--- src/rtl/mul_pkg.sv ---
// mul_pkg: shared definitions for the multiplier sequencer.
// Holds the sequencer state enum, the datapath widths, the partial-product
// shift amounts and a helper that zero-extends an operand half to the
// multiplier width.
package mul_pkg;

  localparam int MUL_W  = 16;
  localparam int HALF_W = 8;

  // Shift amounts applied to partial products when accumulating the
  // 32-bit wide result.
  localparam int SH_LO  = 0;
  localparam int SH_MID = 8;
  localparam int SH_HI  = 16;

  typedef enum logic [2:0] {
    IDLE   = 3'd0,
    NARROW = 3'd1,
    W0     = 3'd2,
    W1     = 3'd3,
    W2     = 3'd4,
    W3     = 3'd5,
    DONE   = 3'd6
  } mul_state_t;

  // Zero-extend an 8-bit operand half so it can drive the 16-bit multiplier.
  function automatic logic [MUL_W-1:0] zext_half(input logic [HALF_W-1:0] h);
    return {{(MUL_W-HALF_W){1'b0}}, h};
  endfunction

endpackage

--- src/rtl/multiplier.sv ---
// multiplier: combinational 16x16 multiplier returning the low 16 bits.
// Ports:
//   rs_data  in  16  first operand
//   rd_data  in  16  second operand
//   product  out 16  (rs_data * rd_data) mod 2^16
module multiplier
  import mul_pkg::*;
(
  input  logic [MUL_W-1:0] rs_data,
  input  logic [MUL_W-1:0] rd_data,
  output logic [MUL_W-1:0] product
);

  assign product = rs_data * rd_data;

endmodule

--- src/rtl/mul_sched.sv ---
// mul_sched: shares one 16-bit combinational multiplier between two
// requesters. A round-robin arbiter in IDLE accepts one request, the
// operands are latched, and the result is produced either in one narrow
// pass (truncated 16-bit product) or in four 8x8 passes that build the full
// 32-bit product in an accumulator. The result is held on a single
// valid/ready response channel tagged with the requester ID.
// Ports:
//   clk, rst_n                  clock, async active-low reset
//   req{0,1}_valid/ready        request handshake (ready is combinational)
//   req{0,1}_a / _b             operands (a -> rs_data, b -> rd_data)
//   req{0,1}_wide               1 = full 32-bit product
//   resp_valid/ready            response handshake
//   resp_data, resp_id          product and owning requester
//   busy                        sequencer is not idle
module mul_sched
  import mul_pkg::*;
#(
  parameter bit WIDE_EN = 1'b1
) (
  input  logic             clk,
  input  logic             rst_n,
  input  logic             req0_valid,
  output logic             req0_ready,
  input  logic [MUL_W-1:0] req0_a,
  input  logic [MUL_W-1:0] req0_b,
  input  logic             req0_wide,
  input  logic             req1_valid,
  output logic             req1_ready,
  input  logic [MUL_W-1:0] req1_a,
  input  logic [MUL_W-1:0] req1_b,
  input  logic             req1_wide,
  output logic             resp_valid,
  input  logic             resp_ready,
  output logic [31:0]      resp_data,
  output logic             resp_id,
  output logic             busy
);

  mul_state_t       state;
  mul_state_t       next_state;
  logic [MUL_W-1:0] a_q;
  logic [MUL_W-1:0] b_q;
  logic             id_q;
  logic             wide_q;
  logic             last_id;
  logic [31:0]      acc;
  logic [31:0]      acc_next;
  logic             grant0;
  logic             grant1;
  logic             accept;
  logic             wide_sel;
  logic [MUL_W-1:0] mul_a;
  logic [MUL_W-1:0] mul_b;
  logic [MUL_W-1:0] p;
  logic [31:0]      p_ext;

  // Round-robin grant: a lone requester wins, a tie goes to the one not served last.
  always_comb begin
    grant0 = 1'b0;
    grant1 = 1'b0;
    if (req0_valid && req1_valid) begin
      if (last_id) begin
        grant0 = 1'b1;
      end else begin
        grant1 = 1'b1;
      end
    end else if (req0_valid) begin
      grant0 = 1'b1;
    end else if (req1_valid) begin
      grant1 = 1'b1;
    end else begin
      grant0 = 1'b0;
      grant1 = 1'b0;
    end
  end

  // Ready is gated by rst_n so both readies read 0 while reset is asserted.
  assign accept     = (state == IDLE) && (grant0 || grant1);
  assign req0_ready = rst_n && (state == IDLE) && grant0;
  assign req1_ready = rst_n && (state == IDLE) && grant1;
  assign wide_sel   = (grant0 ? req0_wide : req1_wide) && WIDE_EN;

  // Next-state sequencing through the narrow or four-pass wide path.
  always_comb begin
    next_state = state;
    case (state)
      IDLE: begin
        if (accept) begin
          next_state = wide_sel ? W0 : NARROW;
        end else begin
          next_state = IDLE;
        end
      end
      NARROW:  next_state = DONE;
      W0:      next_state = W1;
      W1:      next_state = W2;
      W2:      next_state = W3;
      W3:      next_state = DONE;
      DONE: begin
        if (resp_ready) begin
          next_state = IDLE;
        end else begin
          next_state = DONE;
        end
      end
      default: next_state = IDLE;
    endcase
  end

  // Operand select: full latched operands for NARROW, 8-bit halves per wide pass.
  always_comb begin
    mul_a = {MUL_W{1'b0}};
    mul_b = {MUL_W{1'b0}};
    case (state)
      NARROW: begin
        mul_a = a_q;
        mul_b = b_q;
      end
      W0: begin
        mul_a = zext_half(a_q[HALF_W-1:0]);
        mul_b = zext_half(b_q[HALF_W-1:0]);
      end
      W1: begin
        mul_a = zext_half(a_q[HALF_W-1:0]);
        mul_b = zext_half(b_q[MUL_W-1:HALF_W]);
      end
      W2: begin
        mul_a = zext_half(a_q[MUL_W-1:HALF_W]);
        mul_b = zext_half(b_q[HALF_W-1:0]);
      end
      W3: begin
        mul_a = zext_half(a_q[MUL_W-1:HALF_W]);
        mul_b = zext_half(b_q[MUL_W-1:HALF_W]);
      end
      default: begin
        mul_a = {MUL_W{1'b0}};
        mul_b = {MUL_W{1'b0}};
      end
    endcase
  end

  multiplier u_mul (
    .rs_data (mul_a),
    .rd_data (mul_b),
    .product (p)
  );

  assign p_ext = {16'h0000, p};

  // Accumulate partial products; 8x8 partials are exact in 16 bits so no carry is lost.
  always_comb begin
    acc_next = acc;
    case (state)
      W0:      acc_next = p_ext << SH_LO;
      W1:      acc_next = acc + (p_ext << SH_MID);
      W2:      acc_next = acc + (p_ext << SH_MID);
      W3:      acc_next = acc + (p_ext << SH_HI);
      default: acc_next = acc;
    endcase
  end

  // Sequencer state, latched request, accumulator and registered response.
  always_ff @(posedge clk or negedge rst_n) begin
    if (!rst_n) begin
      state      <= IDLE;
      a_q        <= {MUL_W{1'b0}};
      b_q        <= {MUL_W{1'b0}};
      id_q       <= 1'b0;
      wide_q     <= 1'b0;
      last_id    <= 1'b1;
      acc        <= 32'h0000_0000;
      resp_data  <= 32'h0000_0000;
      resp_valid <= 1'b0;
      resp_id    <= 1'b0;
      busy       <= 1'b0;
    end else begin
      state      <= next_state;
      acc        <= acc_next;
      resp_valid <= (next_state == DONE);
      busy       <= (next_state != IDLE);
      if (accept) begin
        a_q     <= grant0 ? req0_a : req1_a;
        b_q     <= grant0 ? req0_b : req1_b;
        id_q    <= grant1;
        wide_q  <= wide_sel;
        last_id <= grant1;
      end
      // Final pass of either path loads the held result.
      if ((state == NARROW) || (state == W3)) begin
        resp_data <= wide_q ? acc_next : p_ext;
        resp_id   <= id_q;
      end
    end
  end

endmodule
--- config.mk ---
export PLATFORM = sky130hd
export DESIGN_NAME = mul_sched
export DESIGN_NICKNAME = d
export VERILOG_FILES = /design/src/rtl/mul_pkg.sv /design/src/rtl/multiplier.sv /design/src/rtl/mul_sched.sv
export SDC_FILE = /design/constraint.sdc
export NUM_CORES = 1
export LEC_CHECK = 0
export CORE_MARGIN = 3
export CORE_UTILIZATION = 25
export DETAILED_ROUTE_END_ITERATION = 8
export RECOVER_POWER = 25
export SLEW_MARGIN = 10
export SYNTH_ARGS = -nofsm -noshare
export SYNTH_HDL_FRONTEND = slang
export SYNTH_SLANG_ARGS = --single-unit
--- constraint.sdc ---
create_clock -name clk -period 8.6 [get_ports clk]
set_input_delay 0.86 -clock clk [delete_from_list [all_inputs] [get_ports clk]]
set_output_delay 0.86 -clock clk [all_outputs]
set_load 0.01 [all_outputs]
## Yosys cells after proc, flatten, opt, wreduce, memory -nomap -nowiden

Index checks and enable logic that the tools add are counted.

| storage, ports and cells | value |
|---|---|
| input bits | 71 |
| flip-flop bits (word level) | 105 |
| word-level logic and storage cells | 54 |
| output and inout bits | 37 |

| operators by class | value |
|---|---|
| equal/unequal tests | 7 |
| $add $sub $neg | 2 |
| reduce and logical (&&, ||, !) cells | 15 |
| mux-type cells | 18 |
| $mul | 1 |

Operators by type and width:

| kind | number |
|---|---|
| 16-bit one-hot mux with 3 select lines | 2 |
| 32-bit one-hot mux with 3 select lines | 1 |
| 32-bit by 24-bit adder with 32-bit output | 1 |
| 32-bit adder | 1 |
| 16-bit 2-to-1 mux | 2 |
| 32-bit 2-to-1 mux | 1 |
| 3-bit one-hot mux with 6 select lines | 1 |
| 16-bit by 16-bit multiplier with 16-bit output | 1 |
| 3-bit equality test (second input constant) | 4 |
| 2-bit OR reduction | 6 |
| 1-bit 2-to-1 mux | 8 |
| 3-bit by 2-bit equality test with 1-bit output (second input constant) | 2 |
| 1-bit logical AND | 5 |
| 2-bit 2-to-1 mux | 2 |
| 3-bit by 1-bit equality test with 1-bit output (second input constant) | 1 |
| 3-bit logical NOT | 1 |
| 3-bit 2-to-1 mux | 1 |
| 3-bit nonzero test | 1 |
| 1-bit logical OR | 2 |

## Logic depth before layout (Yosys ltp)

| depth | value |
|---|---|
| depth after elaboration | 8 |
| depth in mapped cells | 36 |
| gate-level depth less buffers | 32 |

## Hierarchy

From an unflattened synthesis, not the netlist that was laid out.

| unflattened totals | value |
|---|---|
| cells, all modules | 1237 |
| area, all modules | 10761.6 µm² |

Modules (own cells, without submodules):

| module | cells each | times used | area each (µm²) |
|---|---|---|---|
| mul_sched | 768 | 1 | 6809.0 |
| multiplier | 469 | 1 | 3952.5 |

## Worst setup path after synthesis

Ideal clock, no wire load.

| timing | value |
|---|---|
| kind | register -> register |
| from | register state[2] |
| to | register resp_data[30] |
| stages on the path, launching flop included | 33 |
| data arrival time | 7.631 ns |
| path slack | 0.848 ns |
| data required time | 8.479 ns |
| cells stage by stage | dfrtp_1 -> buf_6 -> nor3b_2 -> buf_4 -> buf_1 -> clkbuf_1 -> nand3_1 -> fa_1 -> fa_1 -> fa_1 -> fa_1 -> inv_1 -> fa_1 -> inv_1 -> fa_1 -> inv_1 -> ha_1 -> o21ai_1 -> nand2b_1 -> a21oi_1 -> a211oi_1 -> or3_4 -> and2_4 -> xnor2_1 -> ha_1 -> nand3_1 -> nor2_1 -> nor4b_1 -> o21ai_0 -> o211ai_1 -> mux2i_1 -> o2111ai_1 -> a22o_1 |

| between the ends | value |
|---|---|
| longest elaborated chain between the ends | 7 |
| elaborated cells between the ends (all ways) | 18 |
| those cells by class | add/sub: 2; mul: 1; eq/ne: 5; mux: 4; reduce/logical: 6 |

Ends and longest elaborated chain:

| element | RTL line | text |
|---|---|---|
| start: declaration | mul_sched.sv:39 | `mul_state_t state;` |
| start signal: assignment | mul_sched.sv:177 | `state <= next_state;` |
| 3-bit equality test (tied with other cells) | mul_sched.sv:114, mul_sched.sv:153, mul_sched.sv:189 |  |
| 2-bit OR reduction (no source line) | n/a |  |
| 16-bit one-hot mux with 3 select lines | mul_sched.sv:114 | `case (state)` |
| 16-bit by 16-bit multiplier with 16-bit output | multiplier.sv:14 | `assign product = rs_data * rd_data;` |
| 32-bit adder / 32-bit by 24-bit adder with 32-bit output (equally long branches) | mul_sched.sv:157, mul_sched.sv:155, mul_sched.sv:156 |  |
| 32-bit one-hot mux with 3 select lines | mul_sched.sv:153 | `case (state)` |
| 32-bit 2-to-1 mux | mul_sched.sv:190 | `resp_data <= wide_q ? acc_next : p_ext;` |
| end signal: assignment | mul_sched.sv:190 |  |
| end: declaration | mul_sched.sv:34 | `output logic [31:0] resp_data,` |

Several ways; a longest one is shown, not always the timed one.
A chain may end at the register's enable or synchronous reset.

## Final worst setup path

Same ends and word-level chain as after synthesis.

==> results.ini <==
[route]
drt_iter0_drc = 895
drtPass1Iterations = 7
drt-met1-wl_um = 17170
met2WireLength_um = 16820
dr_wl_met3_um = 2417
drt-wirelength-per-cell_um = 18.32
topRoutingLayerUsed = met4
ant_nets = 0
wl_um = 37110
viasPerCell = 4.986
vias = 10100
drc = 0

[timing]
setup_viol = 0
maxSlewHeadroom_pct = -112.0
worst_pin_slew_ns = 3.180
rsz0062_at_grt = false
hold_violations = 0
skew_ns = 0.01589
clock.fmax_ghz = 0.1231
fin_tns_setup_ns = 0
finalCriticalPeriod_ns = 8.123
drv_slew = 109
fin_crit_sh_pct = 94.45

[cts]
numCtsBuffers = 9
cts.htree.levels = 3
ctsHoldBuffers = 0
clk_pin_slew_ns = 0.08
root_buffer = clkbuf_16
clock-sinks = 105
clock_path_buffers = 2
insertion_delay_ns = 0.38
cts_tree = done

[yosys]
postSynthAreaPerCell_um2 = 8.405
synth_flop_cell = dfrtp_1
synthesis.instances = 1341
synth-async-reset-ratio_pct = 100.0
seq_area_frac_synth_pct = 23.32
ys_warn_count = 0
ys_ff_latch = 105
syn_nets = 1576
synth_area_um2 = 11270
synth_cell_type_count = 89
synth_enable_flop_cells = 0

[min_path]
min_path_type = reg2reg

[die]
dieWidth_um = 218.3
pin_count = 108
initial_core_util_pct = 25.38
num_rows = 77
die_h_um = 218.3
dieArea_um2 = 47670
core_area_um2 = 44410

[final_layout]
diodes = 0
regArea_um2 = 2633
syn2layout_area_growth_pct = 19.14
layout-drive-gt1-share_pct = 6.904
fill_cells = 4678
fin_nets = 1665
multiInputGateArea_um2 = 7836

[placed_design]
hpwlAfterDp_um = 29270
numPortBuffers = 107
place_congestion = 0.9562

[setup_path]
cp.arrival_ns = 8.40
rrSetupSlack_ns = 0.48
worstSetupPathType = reg2reg
path_max_fanout = 14
cp_data_required_time_ns = 8.87
start_kind = flop
cp-end-kind = flop

[job]
cap_violations = 2

[run_status]
status = finished, violations left
failed_checks = capacitance limit, slew limit

[global_routing]
grt_pass1_vias = 9847
grt_first_pass_wirelength_um = 57660
grt_max_degree = 66
track_usage_pct = 15.64
antenna_found_initial = 0
grt-ovfl-total = 0

-- worst max-delay path, stage by stage, from the launching register on --
cell	delay, ns
dfrtp_2	0.54
nor2b_4	0.54
a22o_1	0.47
nand3_1	0.16
fa_1	0.45
fa_1	0.55
inv_1	0.06
fa_1	0.50
fa_1	0.50
inv_1	0.05
fa_1	0.48
fa_1	0.55
inv_1	0.06
ha_1	0.34
nand2_1	0.10
a211oi_1	0.06
or3_4	0.43
and2_4	0.19
xnor2_1	0.15
ha_1	0.33
nand3_1	0.15
nor2_1	0.17
nor4b_1	0.23
o21ai_0	0.15
o211ai_1	0.18
mux2i_1	0.23
o2111ai_1	0.16
a22o_1	0.22
-- per-layer routing --
layer | up-vias | track usage (%)
met4 | 0 | 4.240
met5 | - | 0
li1 | 4786 | -
met2 | 322 | 24.57
met3 | 38 | 2.739
met1 | 4955 | 22.15
-- kinds of logic after synthesis --
group | after synthesis | synth area share [%]
buffers and inverters | 219 | 7.804
muxes | 23 | 2.142
DFF | 105 | 23.32
xor gates and xnor gates | 49 | 4.041
and+or+nand+nor | 447 | 17.34
adders and majority gates | 164 | 23.67
AOI/OAI and AO/OA | 334 | 21.68
-- per-stage QoR --
| stage | instances | worst slack, ns | area, um^2 | hold slack [ns] | utilization, % |
|---|---|---|---|---|---|
| after global routing | 2026 | 0.01555 | 13430 | 0.5118 | 30.23 |
| after CTS | 2016 | 0.2208 | 13280 | 0.4826 | 29.91 |
| after global placement | 2001 | 0.3002 | 13000 | 0.4621 | 29.28 |
| final | 2026 | 0.4774 | 13430 | 0.4800 | 30.23 |
| after detailed placement | 2001 | 0.2897 | 13000 | 0.4654 | 29.28 |
| after floorplan | 1341 | 0.8482 | 11270 | 0.4395 | - |
-- final timing paths --
| kind | from | to | cells after the start |
|---|---|---|---|
| min in group asynchronous | rst_n | a_q[1] | 1 |
| worst min-delay path | resp_data[1] | resp_data[1] | 2 |
| worst max register to register | state[2] | resp_data[30] | 27 |
| worst max-delay path | state[2] | resp_data[30] | 27 |
| worst min register to register | resp_data[1] | resp_data[1] | 2 |
| max in group asynchronous | rst_n | state[1] | 2 |
-- repair_timing --
item / CTS / global route
resized for setup: 0 / 17
endpoints found under the setup margin: 0 / 10
buffers inserted: 0 / 10
-- cells in the final DEF, fill, tap and decap left out, types with 7 or more instances in the layout --
master and n:
dfrtp_1 101, a22oi_1 14, and3_1 9, xor2_1 14
mux2i_1 15, a21o_1 16, clkbuf_16 9, o21a_1 14
a21oi_1 53, ha_1 82, a22o_1 21, o211ai_1 15
a211o_1 11, nand2_1 162, buf_4 36, nor2_1 158
o211a_1 10, clkdlybuf4s50_1 106, a31oi_1 38, xnor2_1 33
nand4_1 11, nor3_1 16, nand3_1 43, a211oi_1 12
inv_1 149, fa_1 82, o21ai_0 47, nand2b_1 7
nor2b_1 13
-- Yosys cell counts (all sizes together), types with 6 or more instances --
master | number | area (um^2)
nand2 | 163 | 611.8
nor2 | 158 | 593.1
inv | 149 | 559.3
dfrtp | 104 | 2603
fa | 82 | 1642
ha | 82 | 1026
a21oi | 55 | 275.3
o21ai | 55 | 279.0
clkbuf | 49 | 186.4
nand3 | 43 | 215.2
a31oi | 38 | 237.7
xnor2 | 34 | 316.6
a22o | 22 | 201.5
a22oi | 22 | 202.7
buf | 20 | 130.1
mux2i | 17 | 173.9
a21o | 16 | 120.1
nor3 | 16 | 80.08
a211oi | 15 | 127.6
o211ai | 15 | 112.6
o21a | 15 | 112.6
xor2 | 15 | 138.9
nor2b | 14 | 95.09
a211o | 11 | 96.34
nand4 | 11 | 68.82
o211a | 10 | 100.1
and3 | 9 | 56.30
and2 | 7 | 46.30
nand2b | 7 | 43.79
a21boi | 6 | 45.05
mux2 | 6 | 67.56
o22ai | 6 | 37.54
or3 | 6 | 42.54
-- registers in the layout, summed over array words and instances, names as in the netlist --
| signal | count |
|---|---|
| acc | 32 |
| resp_data | 32 |
| a_q | 16 |
| b_q | 16 |
| state | 3 |
| busy | 1 |
| id_q | 1 |
| last_id | 1 |
| resp_id | 1 |
| resp_valid | 1 |
| wide_q | 1 |
-- cell type report --
class	count	area share (%)
Multi-Input combinational cell	1017	58.36
Inverter	150	4.193
Clock inverter	5	0.2982
Clock buffer	10	1.780
Sequential cell	105	19.60
Timing Repair Buffer	147	10.25
Tap cell	592	5.516
Power is not shown: default switching activity piles up to over one toggle a cycle in this logic, so the estimate is an artifact.
